**config.mk**
```make
export PLATFORM = sky130hd
export DESIGN_NAME = led_frame_scheduler
export DESIGN_NICKNAME = d
export VERILOG_FILES = /design/src/rtl/led_frame_scheduler.sv
export SDC_FILE = /design/constraint.sdc
export NUM_CORES = 1
export LEC_CHECK = 0
export BUFFER_PORTS_ARGS = -buffer_cell sky130_fd_sc_hd__clkbuf_2
export CORE_ASPECT_RATIO = 0.7
export CORE_MARGIN = 5
export CORE_UTILIZATION = 52
export DETAILED_ROUTE_END_ITERATION = 8
export PLACE_DENSITY_LB_ADDON = 0.3
export SLEW_MARGIN = 20
export SYNTH_ARGS = -nofsm -noshare
export SYNTH_HDL_FRONTEND = slang
export SYNTH_SLANG_ARGS = --single-unit
export TNS_END_PERCENT = 30
```
**constraint.sdc**
```tcl
create_clock -name clk -period 2.6 [get_ports clk]
set_clock_uncertainty 0.2 [all_clocks]
set_input_delay 0.26 -clock clk [delete_from_list [all_inputs] [get_ports clk]]
set_output_delay 0.26 -clock clk [all_outputs]
set_load 0.05 [all_outputs]
```
**src/rtl/led_frame_scheduler.sv**
```systemverilog
// Walks every LED of the cube in chain order, feeds GRB words to the serializer, then latches.
// Optional FRAME_AUTO_REFRESH_EN: re-arm the pending flag after each latch gap for continuous refresh.
module led_frame_scheduler #(
  parameter int unsigned NUM_FACES     = 6,
  parameter int unsigned LEDS_PER_FACE = 64,
  parameter int unsigned LATCH_CYCLES  = 2000
) (
  input  logic        clk,
  input  logic        reset,
  input  logic        start,
  input  logic [5:0]  face_mask,
  output logic        pix_req,
  output logic [2:0]  pix_face,
  output logic [5:0]  pix_index,
  input  logic [23:0] pix_data,
  output logic        ser_valid,
  output logic [23:0] ser_data,
  input  logic        ser_ready,
  input  logic        ser_idle,
  output logic        busy,
  output logic        frame_done
);

  localparam int unsigned LatchW = $clog2(LATCH_CYCLES + 1);
  localparam logic [2:0] LastFace = 3'(NUM_FACES - 1);
  localparam logic [5:0] LastLed = 6'(LEDS_PER_FACE - 1);
  localparam logic [LatchW-1:0] LatchLast = LatchW'(LATCH_CYCLES - 1);
  localparam logic [LatchW-1:0] LatchPenult = LatchW'(LATCH_CYCLES - 2);
  localparam logic LatchOne = (LATCH_CYCLES == 1);

`ifdef FRAME_AUTO_REFRESH_EN
  localparam logic AutoRefresh = 1'b1;
`else
  localparam logic AutoRefresh = 1'b0;
`endif

  typedef enum logic [2:0] {
    StIdle, StFetch, StWait, StSend, StNext, StDrain, StLatch
  } state_e;

  state_e            r_state;
  logic [5:0]        r_mask;
  logic [2:0]        r_face;
  logic [5:0]        r_led;
  logic [23:0]       r_hold;
  logic [LatchW-1:0] r_latch;
  logic              r_pending;
  logic              r_pix_req;
  logic              r_ser_valid;
  logic              r_busy;
  logic              r_frame_done;

  logic [2:0] w_next_face;
  logic       w_cur_en;

  assign w_next_face = r_face + 3'd1;
  assign w_cur_en    = r_mask[r_face];

  assign pix_req    = r_pix_req;
  assign pix_face   = r_face;
  assign pix_index  = r_led;
  assign ser_valid  = r_ser_valid;
  assign ser_data   = r_hold;
  assign busy       = r_busy;
  assign frame_done = r_frame_done;

  // Outputs are registered from the next state, so pix_req rises together with FETCH.
  always_ff @(posedge clk or posedge reset) begin
    if (reset) begin
      r_state      <= StIdle;
      r_mask       <= '0;
      r_face       <= '0;
      r_led        <= '0;
      r_hold       <= '0;
      r_latch      <= '0;
      r_pending    <= 1'b0;
      r_pix_req    <= 1'b0;
      r_ser_valid  <= 1'b0;
      r_busy       <= 1'b0;
      r_frame_done <= 1'b0;
    end else begin
      if (start && (r_state != StIdle)) r_pending <= 1'b1;
      case (r_state)
        StIdle: begin
          if (start || r_pending) begin
            r_state   <= StFetch;
            r_mask    <= face_mask;
            r_face    <= '0;
            r_led     <= '0;
            r_pending <= 1'b0;
            r_pix_req <= face_mask[0];
            r_busy    <= 1'b1;
          end
        end
        StFetch: begin
          r_pix_req <= 1'b0;
          r_state   <= StWait;
        end
        StWait: begin
          r_hold      <= w_cur_en ? pix_data : 24'h0;
          r_ser_valid <= 1'b1;
          r_state     <= StSend;
        end
        StSend: begin
          if (ser_ready) begin
            r_ser_valid <= 1'b0;
            r_state     <= StNext;
          end
        end
        StNext: begin
          if (r_led == LastLed) begin
            r_led <= '0;
            if (r_face == LastFace) begin
              r_state <= StDrain;
            end else begin
              r_face    <= w_next_face;
              r_pix_req <= r_mask[w_next_face];
              r_state   <= StFetch;
            end
          end else begin
            r_led     <= r_led + 6'd1;
            r_pix_req <= w_cur_en;
            r_state   <= StFetch;
          end
        end
        StDrain: begin
          if (ser_idle) begin
            r_latch      <= '0;
            r_frame_done <= LatchOne;
            r_state      <= StLatch;
          end
        end
        StLatch: begin
          // frame_done is raised one count early so it lands on the final latch cycle.
          if (r_latch == LatchLast) begin
            r_frame_done <= 1'b0;
            r_busy       <= 1'b0;
            r_state      <= StIdle;
            if (AutoRefresh) r_pending <= 1'b1;
          end else begin
            r_latch      <= r_latch + LatchW'(1);
            r_frame_done <= (r_latch == LatchPenult);
          end
        end
        default: r_state <= StIdle;
      endcase
    end
  end

endmodule

```
==> impl_metrics.json, run 1 <==
{
  "ys_seq_area_frac": 0.524,
  "worst_r2r_endpoint": "pix_face[2]$_DFFE_PP0P_",
  "crit-reg2reg-launch": "r_state[2]$_DFFE_PP0P_",
  "avgRoutedWirePerCell_um": 15.6,
  "first_pass_iters": 4,
  "rsz0062_at_grt": "false",
  "fin_util": 0.717,
  "insertion_delay_ns": 0.34,
  "async_reset_ff_frac": 1.00,
  "drc_errors": 0,
  "max_stage_delay_ns": 0.65,
  "ys_types": 43,
  "status": "finished, final reports clean",
  "finalWirelength_um": 6960,
  "worst-endpoint-arrival_ns": 2.21,
  "synth_seq_cells": 58,
  "finalCritPeriodShare": 0.843,
  "htree_num_levels": 3,
  "die_w_um": 97.2,
  "synth_top_area_frac": 0.524,
  "cts-root-buf": "clkbuf_8",
  "overflow": 0,
  "power.density_cell_area_nw_per_um2": 1310,
  "syn_to_final_growth_pct": 34.7,
  "drv_cap": 0,
  "antenna_cells": 0,
  "dieArea_um2": 6910,
  "crit_buf_inv": 0,
  "drive_above_1_share": 0.268,
  "worst_slew_pin_slew_ns": 0.753,
  "worstPathRequired_ns": 2.62,
  "synthTopCellsByArea": "dfrtp_1 52%, a22o_1 7.9%, nand2_1 5.7%",
  "gp_congestion": 0.840,
  "ios": 72,
  "yosys_warnings": 0,
  "synthCells": 265,
  "ant_nets": 0,
  "cts_resized": 0,
  "synthFlopType": "dfrtp_1",
  "critical_path.top_delay_family": "simple AND/OR/NAND/NOR gates",
  "grt_max_degree": 35,
  "hp-class": "primary input to register",
  "grt_pass1_wl_um": 11400,
  "core_um2": 5200,
  "slew_viol_final": 0,
  "start_util": 0.532,
  "cts_tree": "yes",
  "relSlewSlack": 0.495,
  "cts.sinks": 58,
  "setup-tns-final_ns": 0,
  "synth.cell_area_um2": 2770,
  "fin_nets": 408,
  "final_cell_area_um2": 3730,
  "antenna_found_initial": 0,
  "crit_fanout": 18,
  "r2r_slack_ns": 0.41,
  "holdPathStages": 4,
  "min_period_ns": 2.19,
  "slowest_stage": "dfrtp_1",
  "placed_area_um2": 3150,
  "min-delay-start": "ser_ready",
  "synth-edff-count": 0,
  "drtIter0Drc": 142,
  "rows": 22,
  "critical_path_class": "register to register",
  "io_buffers": 71,
  "numCtsBuffers": 9,
  "critPathLaunchType": "register",
  "path_clk_slew_ns": 0.06,
  "hold_viol": 0,
  "synth_fp_nets": 305,
  "die_h_um": 71.1,
  "min_to": "ser_valid$_DFFE_PP0P_",
  "rr_worst_depth": 5,
  "vias_per_cell": 5.42,
  "grt_use_total": 0.208,
  "crit_path_end_kind": "register",
  "setup_violations": 0,
  "vias": 2411,
  "yosys.area.top_type": "dfrtp_1",
  "grt_pass1_vias": 2362,
  "vdd_ir_drop_max_v": 0.000852,
  "fmax_ghz": 0.456,
  "yosysMostFrequentCell": "dfrtp_1",
  "hpwl_um": 4490,
  "leakagePower_nw": 1.81,
  "synth_common_cells": "58 x dfrtp_1, 42 x nand2_1, 25 x a22o_1",
  "cts_max_path_buffers": 2,
  "synth.avg_cell_area_um2": 10.5,
  "worstPathCellList": "nor3b_1 -> nand4_1 -> mux2i_1 -> nand2_1 -> o21ai_0"
}
-- worst max-delay path by stage --
stage                                 start                      end  slack (ns)  cells after the start
floorplan           pix_face[2]$_DFFE_PP0P_  ser_data[0]$_DFFE_PP0P_        0.31                      8
finish               r_state[2]$_DFFE_PP0P_  pix_face[2]$_DFFE_PP0P_        0.41                      5
detailed placement   r_latch[0]$_DFFE_PP0P_   r_latch[9]$_DFFE_PP0P_        0.44                      6
global placement     r_state[2]$_DFFE_PP0P_  pix_face[2]$_DFFE_PP0P_        0.47                      5
global route         r_state[2]$_DFFE_PP0P_  pix_face[2]$_DFFE_PP0P_        0.25                      5
CTS                  r_latch[0]$_DFFE_PP0P_   r_latch[9]$_DFFE_PP0P_        0.42                      6
-- layer usage --
metal / up-vias / GRT usage / routed length [µm]
li1: 1153 / - / -
met1: 1172 / 0.270 / 3100
met2: 77 / 0.332 / 3340
met3: 9 / 0.0709 / 441
met4: 0 / 0.0691 / 82
met5: - / 0 / 0
-- cells in the final DEF, fill, tap and decap left out, types with 5 or more instances in the layout --
cell and count:
clkbuf_2 71, dfrtp_1 58, nand2_1 42, dlygate4sd3_1 32, a22o_1 25, nor2_1 19
o21ai_0 15, nand3_1 13, clkbuf_8 10, nand4_1 7, a21oi_1 6, xnor2_1 6
inv_1 5, mux2i_1 5, ha_1 5, buf_4 5
-- what timing repair did --
action | in CTS | in global routing
hold buffers | 32 | 0
endpoints found under the hold margin | 89 | 0
setup buffers | 0 | 0
-- state kept, by name, indices dropped and copies added (netlist names), 3 cells and up --
register	cells
r_latch	11
r_mask	6
ser_data	24
pix_face	3
pix_index	6
r_state	3
-- where the power goes --
part	total [mW]	switching, mW	leakage [nW]	internal (mW)
clock network	1.11	0.347	0.134	0.758
registers	1.67	0.384	0.755	1.28
logic	2.12	1.46	0.923	0.658
total	4.89	2.19	1.81	2.70
-- layout make-up --
cell class	count	area, µm²
Multi-Input combinational cell	185	1190
Tap cell	72	90.1
Clock inverter	5	125
Timing Repair Buffer	108	713
Inverter	6	22.5
Fill cell	385	1470
Clock buffer	11	141
Sequential cell	58	1450
-- kinds of logic after synthesis --
| kind of cell | after synthesis | synth area share |
|---|---|---|
| xor+xnor | 8 | 0.0253 |
| simple gates | 101 | 0.174 |
| mux | 8 | 0.0384 |
| fa+ha+maj | 5 | 0.0226 |
| buf+inv | 22 | 0.0470 |
| flops | 58 | 0.524 |
| compound gates | 63 | 0.168 |
-- through the flow --
| stage | worst slack [ns] | power [mW] | std cells | hold slack (ns) |
|---|---|---|---|---|
| 2_1_floorplan | 0.310 | 3.26 | 265 | 0.165 |
| 3_3_place_gp | 0.475 | 3.69 | 397 | -0.0914 |
| 3_5_place_dp | 0.439 | 3.74 | 397 | -0.0933 |
| 4_1_cts | 0.422 | 4.90 | 445 | 0.0521 |
| 5_1_grt | 0.253 | 5.14 | 445 | 0.100 |
| 6_report | 0.409 | 4.89 | 445 | 0.0589 |
-- worst min-delay path, delay by kind of cell --
kind,cells,cell delay (ns)
buf+inv,1,0.10
compound gates,1,0.07
simple gates,2,0.13
(Power assumes the default switching activity.)
==> run 2: changes to the inputs <==
- clock period: 2.6 -> 2.2 ns (I/O delays scaled with it)
==> impl_metrics.json, run 2 (same netlist as run 1, synthesis figures left out) <==
{
  "pwr-share-clk": 0.200,
  "critical_path_class": "register to register",
  "path_clk_slew_ns": 0.06,
  "worst_r2r_endpoint": "pix_index[3]$_DFFE_PP0P_",
  "ios": 72,
  "cts.sinks": 58,
  "internal_power_mw": 3.05,
  "relSlewSlack": 0.391,
  "numCtsBuffers": 9,
  "instances_no_fill": 450,
  "cts_tree": "yes",
  "finalCritPeriodShare": 0.943,
  "worstPathCellList": "ha_1 -> and4_1 -> and2_1 -> nor2_1 -> a21oi_1 -> a21oi_1",
  "grt_pass1_wl_um": 11500,
  "antenna_found_initial": 0,
  "drv_cap": 0,
  "status": "finished, final reports clean",
  "drc_errors": 0,
  "fmax_ghz": 0.482,
  "placed_cells": 403,
  "crit_path_end_kind": "register",
  "cts_max_path_buffers": 2,
  "cts_hold_buf": 33,
  "pwr-share-seq": 0.346,
  "met2_length_um": 3340,
  "final_cell_mix": "71 x clkbuf_2, 57 x dfrtp_1, 42 x nand2_1",
  "leakagePower_nw": 1.82,
  "setup_violations": 0,
  "finalWirelength_um": 6900,
  "worst_slew_pin_slew_ns": 0.908,
  "antenna_cells": 0,
  "rr_worst_depth": 6,
  "worstPathRequired_ns": 2.25,
  "p_sw_frac": 0.459,
  "p_comb_frac": 0.454,
  "slowest_stage": "dfrtp_1",
  "r2r_slack_ns": 0.13,
  "drtIter0Drc": 70,
  "critPathLaunchType": "register",
  "met3WireLength_um": 374,
  "worst-endpoint-arrival_ns": 2.12,
  "power.density_cell_area_nw_per_um2": 1510,
  "gp_congestion": 0.860,
  "die_h_um": 71.1,
  "cts_resized": 0,
  "fin_ws_ns": 0.125,
  "dieArea_um2": 6910,
  "holdPathStages": 3,
  "p_sw_mw": 2.59,
  "grt_use_total": 0.211,
  "fin_nets": 415,
  "ant_nets": 0,
  "wl_met1_um": 3010,
  "crit_path_frequent_cell": "a21oi_1",
  "dpl_worst_slack_ns": 0.145,
  "grt_pass1_vias": 2416,
  "largest_reg_flops": 24,
  "max_stage_delay_ns": 0.41,
  "min-delay-start": "ser_idle",
  "final_common_cell": "clkbuf_2",
  "cts-root-buf": "clkbuf_8",
  "die_w_um": 97.2,
  "core_um2": 5200,
  "io_buffers": 71,
  "crit_fanout": 5,
  "rsz0062_at_grt": "false",
  "fin_util": 0.720,
  "cts_setup_buffers": 0,
  "min_to": "r_state[1]$_DFFE_PP0P_",
  "crit_start": "pix_index[0]$_DFFE_PP0P_",
  "hpwl_um": 4480,
  "htree_num_levels": 3,
  "syn_to_final_growth_pct": 35.3,
  "maxUsedRoutingLayer": "met4",
  "hp-class": "primary input to register",
  "vias": 2424,
  "insertion_delay_ns": 0.34,
  "overflow": 0,
  "slew_viol_final": 0,
  "setup-tns-final_ns": 0,
  "avgRoutedWirePerCell_um": 15.3,
  "start_util": 0.532,
  "rows": 22,
  "first_pass_iters": 5,
  "min_period_ns": 2.07,
  "drive_above_1_share": 0.280,
  "grt_max_degree": 27,
  "vias_per_cell": 5.39,
  "vdd_ir_drop_max_v": 0.000986,
  "hold_viol": 0,
  "crit-reg2reg-launch": "pix_index[0]$_DFFE_PP0P_",
  "filler_cell_count": 360
}
run 2: changes by cell type in the layout (fill, tap and decap cells not counted):
cell | previous run | this run
clkbuf_1 | 1 | 0
dlygate4sd3_1 | 32 | 33
buf_4 | 5 | 11
clkinv_2 | 1 | 0
clkbuf_8 | 10 | 12
dfrtp_1 | 58 | 57
dfrtp_2 | 0 | 1
bufinv_16 | 4 | 2
run 2: per-stage QoR:
| stage | power, mW | instance area [µm²] | hold WS (ns) |
|---|---|---|---|
| 4_1_cts | 5.65 | 3750 | 0.0717 |
| 3_3_place_gp | 4.40 | 3190 | 0.0676 |
| 2_1_floorplan | 3.85 | 2770 | 0.125 |
| 5_1_grt | 5.94 | 3750 | 0.0942 |
| 6_report | 5.64 | 3750 | 0.0929 |
| 3_5_place_dp | 4.46 | 3190 | 0.0718 |
run 2: worst max-delay path by stage:
stage	end	slack, ns	depth (start not counted)
3_3_place_gp	pix_req$_DFFE_PP0P_	0.20	6
3_5_place_dp	r_latch[5]$_DFFE_PP0P_	0.15	5
5_1_grt	r_latch[5]$_DFFE_PP0P_	0.006	5
2_1_floorplan	ser_data[0]$_DFFE_PP0P_	0.003	8
4_1_cts	r_latch[5]$_DFFE_PP0P_	0.13	5
6_report	pix_index[3]$_DFFE_PP0P_	0.13	6
run 2: area by class of cell:
cell class / count / area [µm²] / share of cell area
Sequential cell: 58 / 1450 / 0.388
Multi-Input combinational cell: 185 / 1190 / 0.317
Timing Repair Buffer: 115 / 768 / 0.205
Clock buffer: 12 / 165 / 0.0441
Tap cell: 72 / 90.1 / 0.0240
Clock inverter: 2 / 60.1 / 0.0160
Inverter: 6 / 22.5 / 0.00601
run 2: per-layer routing:
layer,GRT usage,vias to the layer above
met5,0,-
li1,-,1172
met2,0.336,75
met4,0.0952,0
met1,0.259,1159
met3,0.0788,18
run 2: critical path: cells and delay by family, from the launching register on:
family	cells	cell delay, ns
DFF	1	0.41
adders and majority gates	1	0.26
AOI/OAI and AO/OA	2	0.35
and+or+nand+nor	3	0.76
run 2: power by group through the flow:
stage,combinational (mW),sequential [mW],clock [mW]
after floorplan,1.08,2.77,0
after global placement,2.45,1.95,0
after detailed placement,2.52,1.94,0
after CTS,2.56,1.94,1.15
after global routing,2.72,2.02,1.20
final,2.56,1.95,1.13
